<file path="src/rtl/alu_seq.sv">
// Registered multi-cycle ALU: single-cycle logic/arith/shift ops, shift-add unsigned multiply,
// internal PSR flag register feeding ADDC/SUBC carry-in, start/ready/done handshake.
module alu_seq #(
   parameter int WIDTH = 16,
   parameter int SHW   = $clog2(WIDTH)
) (
   input  logic             clk,
   input  logic             rst_n,
   input  logic             start,
   input  logic [7:0]       opcode,
   input  logic [WIDTH-1:0] a,
   input  logic [WIDTH-1:0] b,
   output logic [WIDTH-1:0] result,
   output logic [4:0]       flags,
   output logic             ready,
   output logic             done,
   output logic             err
);

   typedef enum logic [1:0] {S_IDLE, S_MULT, S_DONE} state_t;

   typedef enum logic [4:0] {
      OP_WAIT, OP_AND, OP_OR, OP_XOR, OP_NOT, OP_ADD, OP_ADDU, OP_ADDC, OP_SUB,
      OP_SUBC, OP_CMP, OP_CMPU, OP_MUL, OP_LSH, OP_RSH, OP_ALSH, OP_ARSH, OP_UNDEF
   } op_t;

   localparam logic [SHW:0]   SH_MAX   = (SHW+1)'(WIDTH);
   localparam logic [SHW-1:0] CNT_LAST = SHW'(WIDTH-1);

   // Register form is 0x0N; immediate form repeats N in the high nibble. 0x8N are shifts.
   function automatic op_t decode(input logic [7:0] opc);
      op_t        op;
      logic [3:0] sel;
      op = OP_UNDEF;
      if (opc[7:4] == 4'h8) begin
         case (opc[3:0])
            4'h0, 4'h4: op = OP_LSH;
            4'h1, 4'h5: op = OP_RSH;
            4'h2, 4'h6: op = OP_ALSH;
            4'h3, 4'h7: op = OP_ARSH;
            default:    op = OP_UNDEF;
         endcase
      end else begin
         sel = (opc[7:4] == 4'h0) ? opc[3:0] : opc[7:4];
         case (sel)
            4'h0:    op = OP_WAIT;
            4'h1:    op = OP_AND;
            4'h2:    op = OP_OR;
            4'h3:    op = OP_XOR;
            4'h4:    op = (opc[7:4] == 4'h0) ? OP_NOT : OP_UNDEF;
            4'h5:    op = OP_ADD;
            4'h6:    op = OP_ADDU;
            4'h7:    op = OP_ADDC;
            4'h9:    op = OP_SUB;
            4'hA:    op = OP_SUBC;
            4'hB:    op = OP_CMP;
            4'hE:    op = OP_MUL;
            4'hF:    op = OP_CMPU;
            default: op = OP_UNDEF;
         endcase
      end
      return op;
   endfunction

   // Any amount bit above the field saturates to WIDTH; amounts >= WIDTH flush or sign-fill.
   function automatic logic [WIDTH-1:0] shift_sat(input logic [WIDTH-1:0] val,
                                                  input logic [WIDTH-1:0] amt_src,
                                                  input logic             left,
                                                  input logic             arith);
      logic [SHW:0]             amt;
      logic signed [WIDTH-1:0]  sval;
      logic [WIDTH-1:0]         res;
      sval = val;
      if (|(amt_src >> SHW))
         amt = SH_MAX;
      else
         amt = {1'b0, amt_src[SHW-1:0]};
      if (amt >= SH_MAX)
         res = (arith && !left) ? {WIDTH{val[WIDTH-1]}} : '0;
      else if (left)
         res = val << amt;
      else if (arith)
         res = sval >>> amt;
      else
         res = val >> amt;
      return res;
   endfunction

   state_t                  state, state_n;
   op_t                     op_c;
   logic                    accept, mul_fin, err_r;
   logic [SHW-1:0]          cnt;
   logic signed [WIDTH-1:0] a_s, b_s;
   logic [WIDTH:0]          sum_c, diff_c, mstep;
   logic [WIDTH-1:0]        res_c, mul_lo, mul_hi;
   logic [4:0]              flg_c;
   logic                    err_c, cin_add, cin_sub;
   logic [WIDTH-1:0]        m_a, m_lo, m_hi;

   assign a_s = a;
   assign b_s = b;

   always_comb begin
      op_c    = decode(opcode);
      cin_add = flags[4] & (op_c == OP_ADDC);
      cin_sub = flags[4] & (op_c == OP_SUBC);
      sum_c   = {1'b0, a} + {1'b0, b} + {{WIDTH{1'b0}}, cin_add};
      diff_c  = {1'b0, a} - {1'b0, b} - {{WIDTH{1'b0}}, cin_sub};
      res_c   = result;
      flg_c   = flags;
      err_c   = 1'b0;
      case (op_c)
         OP_AND:  res_c = a & b;
         OP_OR:   res_c = a | b;
         OP_XOR:  res_c = a ^ b;
         OP_NOT:  res_c = ~a;
         OP_ADDU: res_c = sum_c[WIDTH-1:0];
         OP_ADD, OP_ADDC: begin
            res_c = sum_c[WIDTH-1:0];
            flg_c = {sum_c[WIDTH], 1'b0,
                     (a[WIDTH-1] == b[WIDTH-1]) && (sum_c[WIDTH-1] != a[WIDTH-1]),
                     ~|sum_c[WIDTH-1:0], 1'b0};
         end
         OP_SUB, OP_SUBC: begin
            res_c = diff_c[WIDTH-1:0];
            flg_c = {diff_c[WIDTH], 1'b0,
                     (a[WIDTH-1] != b[WIDTH-1]) && (diff_c[WIDTH-1] != a[WIDTH-1]),
                     ~|diff_c[WIDTH-1:0], 1'b0};
         end
         OP_CMP:  flg_c = {1'b0, a_s < b_s, 1'b0, a_s == b_s, a_s > b_s};
         OP_CMPU: flg_c = {1'b0, a < b, 1'b0, a == b, a > b};
         OP_LSH, OP_ALSH: res_c = shift_sat(a, b, 1'b1, 1'b0);
         OP_RSH:  res_c = shift_sat(a, b, 1'b0, 1'b0);
         OP_ARSH: res_c = shift_sat(a, b, 1'b0, 1'b1);
         OP_UNDEF: begin
            res_c = '0;
            flg_c = 5'b11111;
            err_c = 1'b1;
         end
         default: ;
      endcase
   end

   // Shift-add step: conditionally add multiplicand to the high half, then shift product right.
   always_comb begin
      mstep  = {1'b0, m_hi} + ({1'b0, m_a} & {(WIDTH+1){m_lo[0]}});
      mul_lo = {mstep[0], m_lo[WIDTH-1:1]};
      mul_hi = mstep[WIDTH:1];
   end

   always_ff @(posedge clk) begin
      if (!rst_n)
         state <= S_IDLE;
      else
         state <= state_n;
   end

   always_comb begin
      state_n = state;
      accept  = 1'b0;
      mul_fin = 1'b0;
      ready   = (state != S_MULT);
      done    = (state == S_DONE);
      err     = (state == S_DONE) & err_r;
      case (state)
         S_IDLE, S_DONE: begin
            state_n = S_IDLE;
            if (start) begin
               accept  = 1'b1;
               state_n = (op_c == OP_MUL) ? S_MULT : S_DONE;
            end
         end
         S_MULT: begin
            if (cnt == CNT_LAST) begin
               mul_fin = 1'b1;
               state_n = S_DONE;
            end
         end
         default: state_n = S_IDLE;
      endcase
   end

   always_ff @(posedge clk) begin
      if (!rst_n) begin
         result <= '0;
         flags  <= '0;
         err_r  <= 1'b0;
         cnt    <= '0;
      end else if (accept) begin
         cnt   <= '0;
         err_r <= err_c;
         if (op_c != OP_MUL) begin
            result <= res_c;
            flags  <= flg_c;
         end
      end else if (state == S_MULT) begin
         cnt <= cnt + 1'b1;
         if (mul_fin) begin
            result <= mul_lo;
            flags  <= {|mul_hi, 1'b0, 1'b0, ~|mul_lo, 1'b0};
         end
      end
   end

   always_ff @(posedge clk) begin
      if (accept) begin
         m_a  <= a;
         m_lo <= b;
         m_hi <= '0;
      end else if (state == S_MULT) begin
         m_hi <= mul_hi;
         m_lo <= mul_lo;
      end
   end

endmodule

</file>
<file path="config.mk">
export PLATFORM = sky130hd
export DESIGN_NAME = alu_seq
export DESIGN_NICKNAME = d
export VERILOG_FILES = /design/src/rtl/alu_seq.sv
export SDC_FILE = /design/constraint.sdc
export NUM_CORES = 1
export LEC_CHECK = 0
export ABC_CLOCK_PERIOD_IN_PS = 7800
export CORE_ASPECT_RATIO = 1.1
export CORE_UTILIZATION = 40
export DETAILED_ROUTE_END_ITERATION = 10
export GPL_TIMING_DRIVEN = 0
export SYNTH_ARGS = -nofsm -noshare
export SYNTH_HDL_FRONTEND = slang
export SYNTH_SLANG_ARGS = --single-unit
</file>
<file path="constraint.sdc">
create_clock -name clk -period 7.8 [get_ports clk]
set_input_delay 1.56 -clock clk [delete_from_list [all_inputs] [get_ports clk]]
set_output_delay 1.56 -clock clk [all_outputs]
set_load 0.02 [all_outputs]
</file>
Word level (Yosys, flattened, before mapping):

Memories as Yosys holds them, arrays and structs flattened.
Cells that the tools add are included.

* bits in registers: 76
* memory bits (read-only): 40
* input bits: 43
* output and inout port bits: 24
* word-level logic and storage cells: 135
* memories: 1

* add/subtract/negate cells: 6
* magnitude comparators: 7
* equality and inequality tests: 45
* shift operators: 3
* multiplexer cells: 33
* bitwise operators: 9
* reductions and logical operators: 23

Memory list
* (name not given): words 8, width 5, read ports 1, clocked after Yosys merged registers in 0, wr ports 0, RTL line 36 `case (opc[3:0])`

Operators by type and width (number)
* one-hot mux 16 bit (10 select lines): 1
* 2-to-1 mux 16 bit: 9
* one-hot mux 5 bit (13 select lines): 1
* OR reduction 16 bit: 4
* 2-to-1 mux 5 bit: 11
* == test 5 x 4 -> 1 bit (second input constant): 8
* == test 16 bit: 2
* > comparator 16 bit: 2
* less-than comparator 16 bit: 2
* == test 4 bit (second input constant): 7
* one-hot mux 5 bit (5 select lines): 1
* == test 5 x 3 -> 1 bit (second input constant): 4
* adder 16 x 16 -> 17 bit: 1
* adder 16 x 17 -> 17 bit: 1
* adder 17 x 1 -> 17 bit: 1
* bitwise AND 16 x 17 -> 17 bit: 1
* subtractor 16 x 16 -> 17 bit: 1
* subtractor 17 x 1 -> 17 bit: 1
* bitwise AND 16 bit: 1
* == test 4 x 3 -> 1 bit (second input constant): 4
* inverter 16 bit: 1
* bitwise OR 16 bit: 1
* << shifter 16 x 5 -> 16 bit: 1
* >> shifter 16 x 5 -> 16 bit: 1
* other kinds (33): 59

Depth between registers and ports, before layout:

* depth after elaboration: 13
* gate-level depth with buffers: 18
* depth with buffers taken out: 17

Least setup slack after synthesis:

No wires, ideal clock.

* kind: input -> register
* start point: input port opcode[7]
* end point: register flags[1]
* library setup time: 58 ps
* arrival time: 6054 ps
* data required time: 7742 ps
* path slack: 1688 ps
* cell stages on the path: 17
* path buffers: 2
* path through: buf_2 or4b_1 a211oi_1 o21a_1 clkbuf_1 nand3_1 fa_1 inv_1 ha_1 o21ai_0 a2111oi_0 o41ai_1 mux2i_1 a2111oi_0 nand2b_1 o41a_1 nand2_1

* cells in the longest elaborated chain, start to end: 13
* elaborated cells on any way between the ends: 43
* those cells by class: add/sub: 2; eq/ne: 23; mux: 7; bitwise: 2; reduce/logical: 9

RTL lines
* start, declared: RTL line 10 `input logic [7:0] opcode,`
* zero test 4 bit: RTL line 44, 50
* 2-to-1 mux 4 bit: RTL line 44 `sel = (opc[7:4] == 4'h0) ? opc[3:0] : opc[7:4];`
* == test 4 bit (tied with other cells): RTL line 45 `case (sel)`
* one-hot mux 5 bit (13 select lines): RTL line 45
* 2-to-1 mux 5 bit (*): RTL line 35 `if (opc[7:4] == 4'h8) begin`
* == test 5 x 4 -> 1 bit / == test 5 x 3 -> 1 bit (equally long branches): RTL line 106, 112, 105
* bitwise AND 1 bit, on equally long branches: RTL line 106, 105
* subtractor 17 x 1 -> 17 bit / adder 17 x 1 -> 17 bit (equally long branches): RTL line 108, 107
* OR reduction 16 bit, on equally long branches: RTL line 128, 122
* zero test 1 bit, on equally long branches: RTL line 128, 122
* one-hot mux 5 bit (5 select lines): RTL line 112 `case (op_c)`
* 2-to-1 mux 5 bit: RTL line 192 `if (op_c != OP_MUL) begin`
* 2-to-1 mux 5 bit: RTL line 189 `end else if (accept) begin`
* end signal, assigned: RTL line 194 `flags <= flg_c;`
* end signal, assigned: RTL line 200 `flags <= {|mul_hi, 1'b0, 1'b0, ~|mul_lo, 1'b0};`
* end, declared: RTL line 14 `output logic [4:0] flags,`

Mark *: on every way between the ends. The rest lies on a longest branch, timed or not. The select of a mux whose other input is x is not followed.
A chain may end at the register's enable or synchronous reset.

Worst setup path in the final report:

* start point: input port opcode[0]
* end point: register flags[2]

* cells in the longest elaborated chain, start to end: 12
* elaborated cells on any way between the ends: 42
* those cells by class: add/sub: 2; eq/ne: 24; mux: 7; bitwise: 2; reduce/logical: 6; memory: 1

RTL lines (RTL line)
* 2-to-1 mux 4 bit: 44
* == test 4 bit (tied with other cells): 45
* one-hot mux 5 bit (13 select lines): 45
* 2-to-1 mux 5 bit (*): 35
* == test 5 x 4 -> 1 bit / == test 5 x 3 -> 1 bit (equally long branches): 106, 112, 105
* bitwise AND 1 bit, on equally long branches: 106, 105
* subtractor 17 x 1 -> 17 bit / adder 17 x 1 -> 17 bit (equally long branches): 108, 107
* inequality test 1 bit, on equally long branches: 127, 121
* logical AND 1 bit, on equally long branches: 127, 121
* one-hot mux 5 bit (5 select lines): 112
* 2-to-1 mux 5 bit: 192
* 2-to-1 mux 5 bit: 189

Marks and branches as above.

==> summary.md <==
| Metric | Value |
|---|---|
| Initial DRC Count | `1217` |
| Final instance area | `around 11000 um2` |
| Total CTS buffers | `9` |
| # fillers | `roughly 2600` |
| Initial Util | `around two fifths` |
| WS Path Type | `in -> reg` |
| Top cell type by total area after synthesis | `ha_1` |
| RSZ-0062 raised after global routing | `false` |
| Util after Layout | `a little under half` |
| Leak Pwr | `roughly 0.0043 uW` |
| Wire length per cell | `~28 um` |
| GRT overflow | `0` |
| Crit-path cells | `clkdlybuf4s50_1 -> clkbuf_1 -> or4b_1 -> a211oi_1 -> o21a_1 -> clkbuf_2 -> nand3_1 -> fa_1 -> ha_1 -> o21ai_1 -> a2111oi_2 -> nor3_1 -> o21ai_0 -> xor2_1 -> xnor2_1 -> a221oi_1 -> o31ai_1` |
| Row cnt | `60` |
| Global-route wire length before repair | `~70000 um` |
| Total GRT Usage | `a little over a third` |
| Slowest cell on crit path | `a2111oi_2` |
| CTS tree | `done` |
| WHS Path Cells | `2` |
| Initial antenna violation count | `1` |
| Count leader, synth | `nand2_1` |
| Crit Path Max Fanout | `10` |
| Post-Syn Area | `~10000 um2` |
| Fin Setup TNS | `0 ns` |
| Multi-input gate area | `7626 um2` |
| Final wirelength | `approximately 48000 um` |
| H-tree depth | `3` |
| Max Cap Viol | `0` |
| Number of global-route vias before repair | `roughly 11000` |
| First-pass detailed-route iteration total | `5` |
| Outcome | `complete, no violations` |
| Top cells by area, synth | `ha_1 (12%), edfxtp_1 (9.5%), dfxtp_1 (8.7%)` |
| IO buf count | `63` |
| Die W | `between 150 and 200 um` |
| Crit path capture type | `register` |
| Ys flop type | `dfxtp_1` |
| DR DRC count | `0` |
| Sequential fraction of the synthesis area | `18.14%` |
| Syn Inst Count | `about 1300` |
| EDFF count, synth | `32` |
| DIE AREA | `26030 um2` |
| R2R depth | `11` |
| WP data required | `~8.0 ns` |
| I/O pin count | `67` |
| Syn-to-layout area delta | `13.05%` |
| ANT cells | `0` |
| CTS sink cnt | `76` |
| DIE HEIGHT | `169.1 um` |
| Netlist cell types | `between 90 and 100` |
| Synth Register Bits | `76` |
| Total number of vias | `approximately 12000` |
| Routability cong. | `roughly 1.1` |
| Max VDD drop | `between 0.1 and 0.15 mV` |
| Clock root cell | `clkbuf_16` |
| Worst-Margin Slew | `roughly 1.4 ns` |
| Total power | `approximately 1500 uW` |
| FMAX | `0.1340 GHz` |
| Hpwl dp | `between 30000 and 40000 um` |
| Reg area | `1842 um2` |
| Final Hold Fails | `0` |
| Final setup fails | `0` |
| Nets@finish | `1547` |
| Synth Net Count | `roughly 1500` |
| Crit share post-route | `between 90% and 100%` |
| Data arrival, critical path | `between 7 and 8 ns` |
| Syn. warnings | `0` |
| Syn avg cell area | `7.640 um2` |
| CTS Hold Buffers Added | `0` |
| Slew headroom | `2.451%` |
| Fin crit period | `about 7.5 ns` |
| Vias/cell | `6.824` |
| Asr flop ratio synth | `0%` |
| Pin count of the biggest net entering global routing | `26` |
| Bufs on Longest Clock Path | `2` |
| Setup Skew | `slightly below 0.008 ns` |
| Share of layout cells above drive strength 1 | `5.753%` |
| DP Area | `11180 um2` |
| Post-synth top area share | `between 10% and 20%` |
| Routed Antenna Nets | `0` |
| CP max stage delay | `0.88 ns` |
| Max-slew violations | `0` |
| Worst Setup Start Kind | `primary input` |
| Clock transition at path regs | `~0.060 ns` |
| Power Density | `between 100 and 150 nW/um2` |
| Worst skew pair latency | `approximately 0.34 ns` |
| Core Region | `roughly 25000 um2` |
| Synth cell count leaders | `nand2_1 (113), ha_1 (96), nor2_1 (90)` |
| Hold Path Class | `reg -> reg` |
-- layout make-up --
class | instances | area share, %
Buffer | 98 | 3.652
Clock buffer | 10 | 1.995
Clock inverter | 6 | 0.4796
Inverter | 77 | 2.518
Multi-Input combinational cell | 1078 | 66.44
Sequential cell | 76 | 16.05
Tap cell | 310 | 3.379
Timing Repair Buffer | 63 | 5.494
-- layout by cell type (no fill, tap or decap), drive strengths merged, types with 14 or more instances in the layout --
master	count
a21oi	77
nand2	113
dfxtp	44
ha	96
a211oi	22
a2111oi	15
o221ai	17
xnor2	19
nand4	17
nand2b	16
o211ai	35
edfxtp	32
a221oi	14
o21ai	88
nor2	90
inv	75
o22ai	16
clkdlybuf4s50	63
clkbuf	85
nand3	45
a31oi	20
xor2	15
nor4	33
buf	23
nor3	39
and2	21
mux2i	16
-- per-stage QoR --
step | hold WS (ns) | instances | worst slack [ns]
global placement | 0.4432 | 1702 | -1.633
CTS | 0.4582 | 1718 | 0.2194
global route | 0.4695 | 1718 | 0.1634
finish | 0.4594 | 1718 | 0.3352
floorplan | 0.4315 | 1329 | 1.688
detailed placement | 0.4501 | 1702 | -0.8108
-- where the power goes --
group	leakage (uW)	switching, uW	internal, uW	total, uW
Combinational	0.00346	440	235	675
Clock	0.000137	165	245	410
Sequential	0.000674	18.9	441	459
-- what timing repair did --
action / 4_1_cts / 5_1_grt
buffers inserted: 0 / 0
endpoints found under the hold margin: 0 / 0
resized for setup: 3 / 2
endpoints found under the setup margin: 2 / 2
-- cells by family after synthesis --
family	after synthesis	synth area share, %
adder cells (fa/ha/maj)	101	12.82
buffers and inverters	175	6.950
multiplexers	22	2.464
AND/OR/NAND/NOR	460	24.25
AO/OA/AOI/OAI	461	32.45
flip-flops	76	18.14
XOR/XNOR	34	2.933
-- critical path: cells and delay by family --
family / cells / cell delay (ns)
compound gates: 7 / 2.76
buf+inv: 3 / 1.26
simple gates: 3 / 0.82
fa+ha+maj: 2 / 0.74
xor+xnor: 2 / 0.52
-- worst paths after layout --
check	from	endpoint	slack, ns
setup / recovery	opcode[0]	flags[2]$_SDFFE_PN0P_	0.34
hold / removal	err_r$_SDFFE_PN0P_	err_r$_SDFFE_PN0P_	0.46
setup reg to reg	flags[4]$_SDFFE_PN0P_	flags[2]$_SDFFE_PN0P_	3.65
hold reg to reg	err_r$_SDFFE_PN0P_	err_r$_SDFFE_PN0P_	0.46
-- routing by layer --
metal / vias to the layer above / part of all wire, % / wire length (um) / global-route usage (%)
met4: 2 / 6.9 / 3265 / 23.00
met1: 5617 / 40 / 18920 / 44.78
li1: 5225 / - / - / -
met2: 693 / 45 / 21260 / 58.79
met3: 187 / 8.7 / 4128 / 5.146
met5: - / 0.023 / 11 / 0
-- sequential cells by signal, summed over array words and instances (netlist names) --
name,flops
m_lo,16
state,2
m_hi,16
err_r,1
result,16
cnt,4
m_a,16
flags,5
Power figures use the tool's default switching activity.
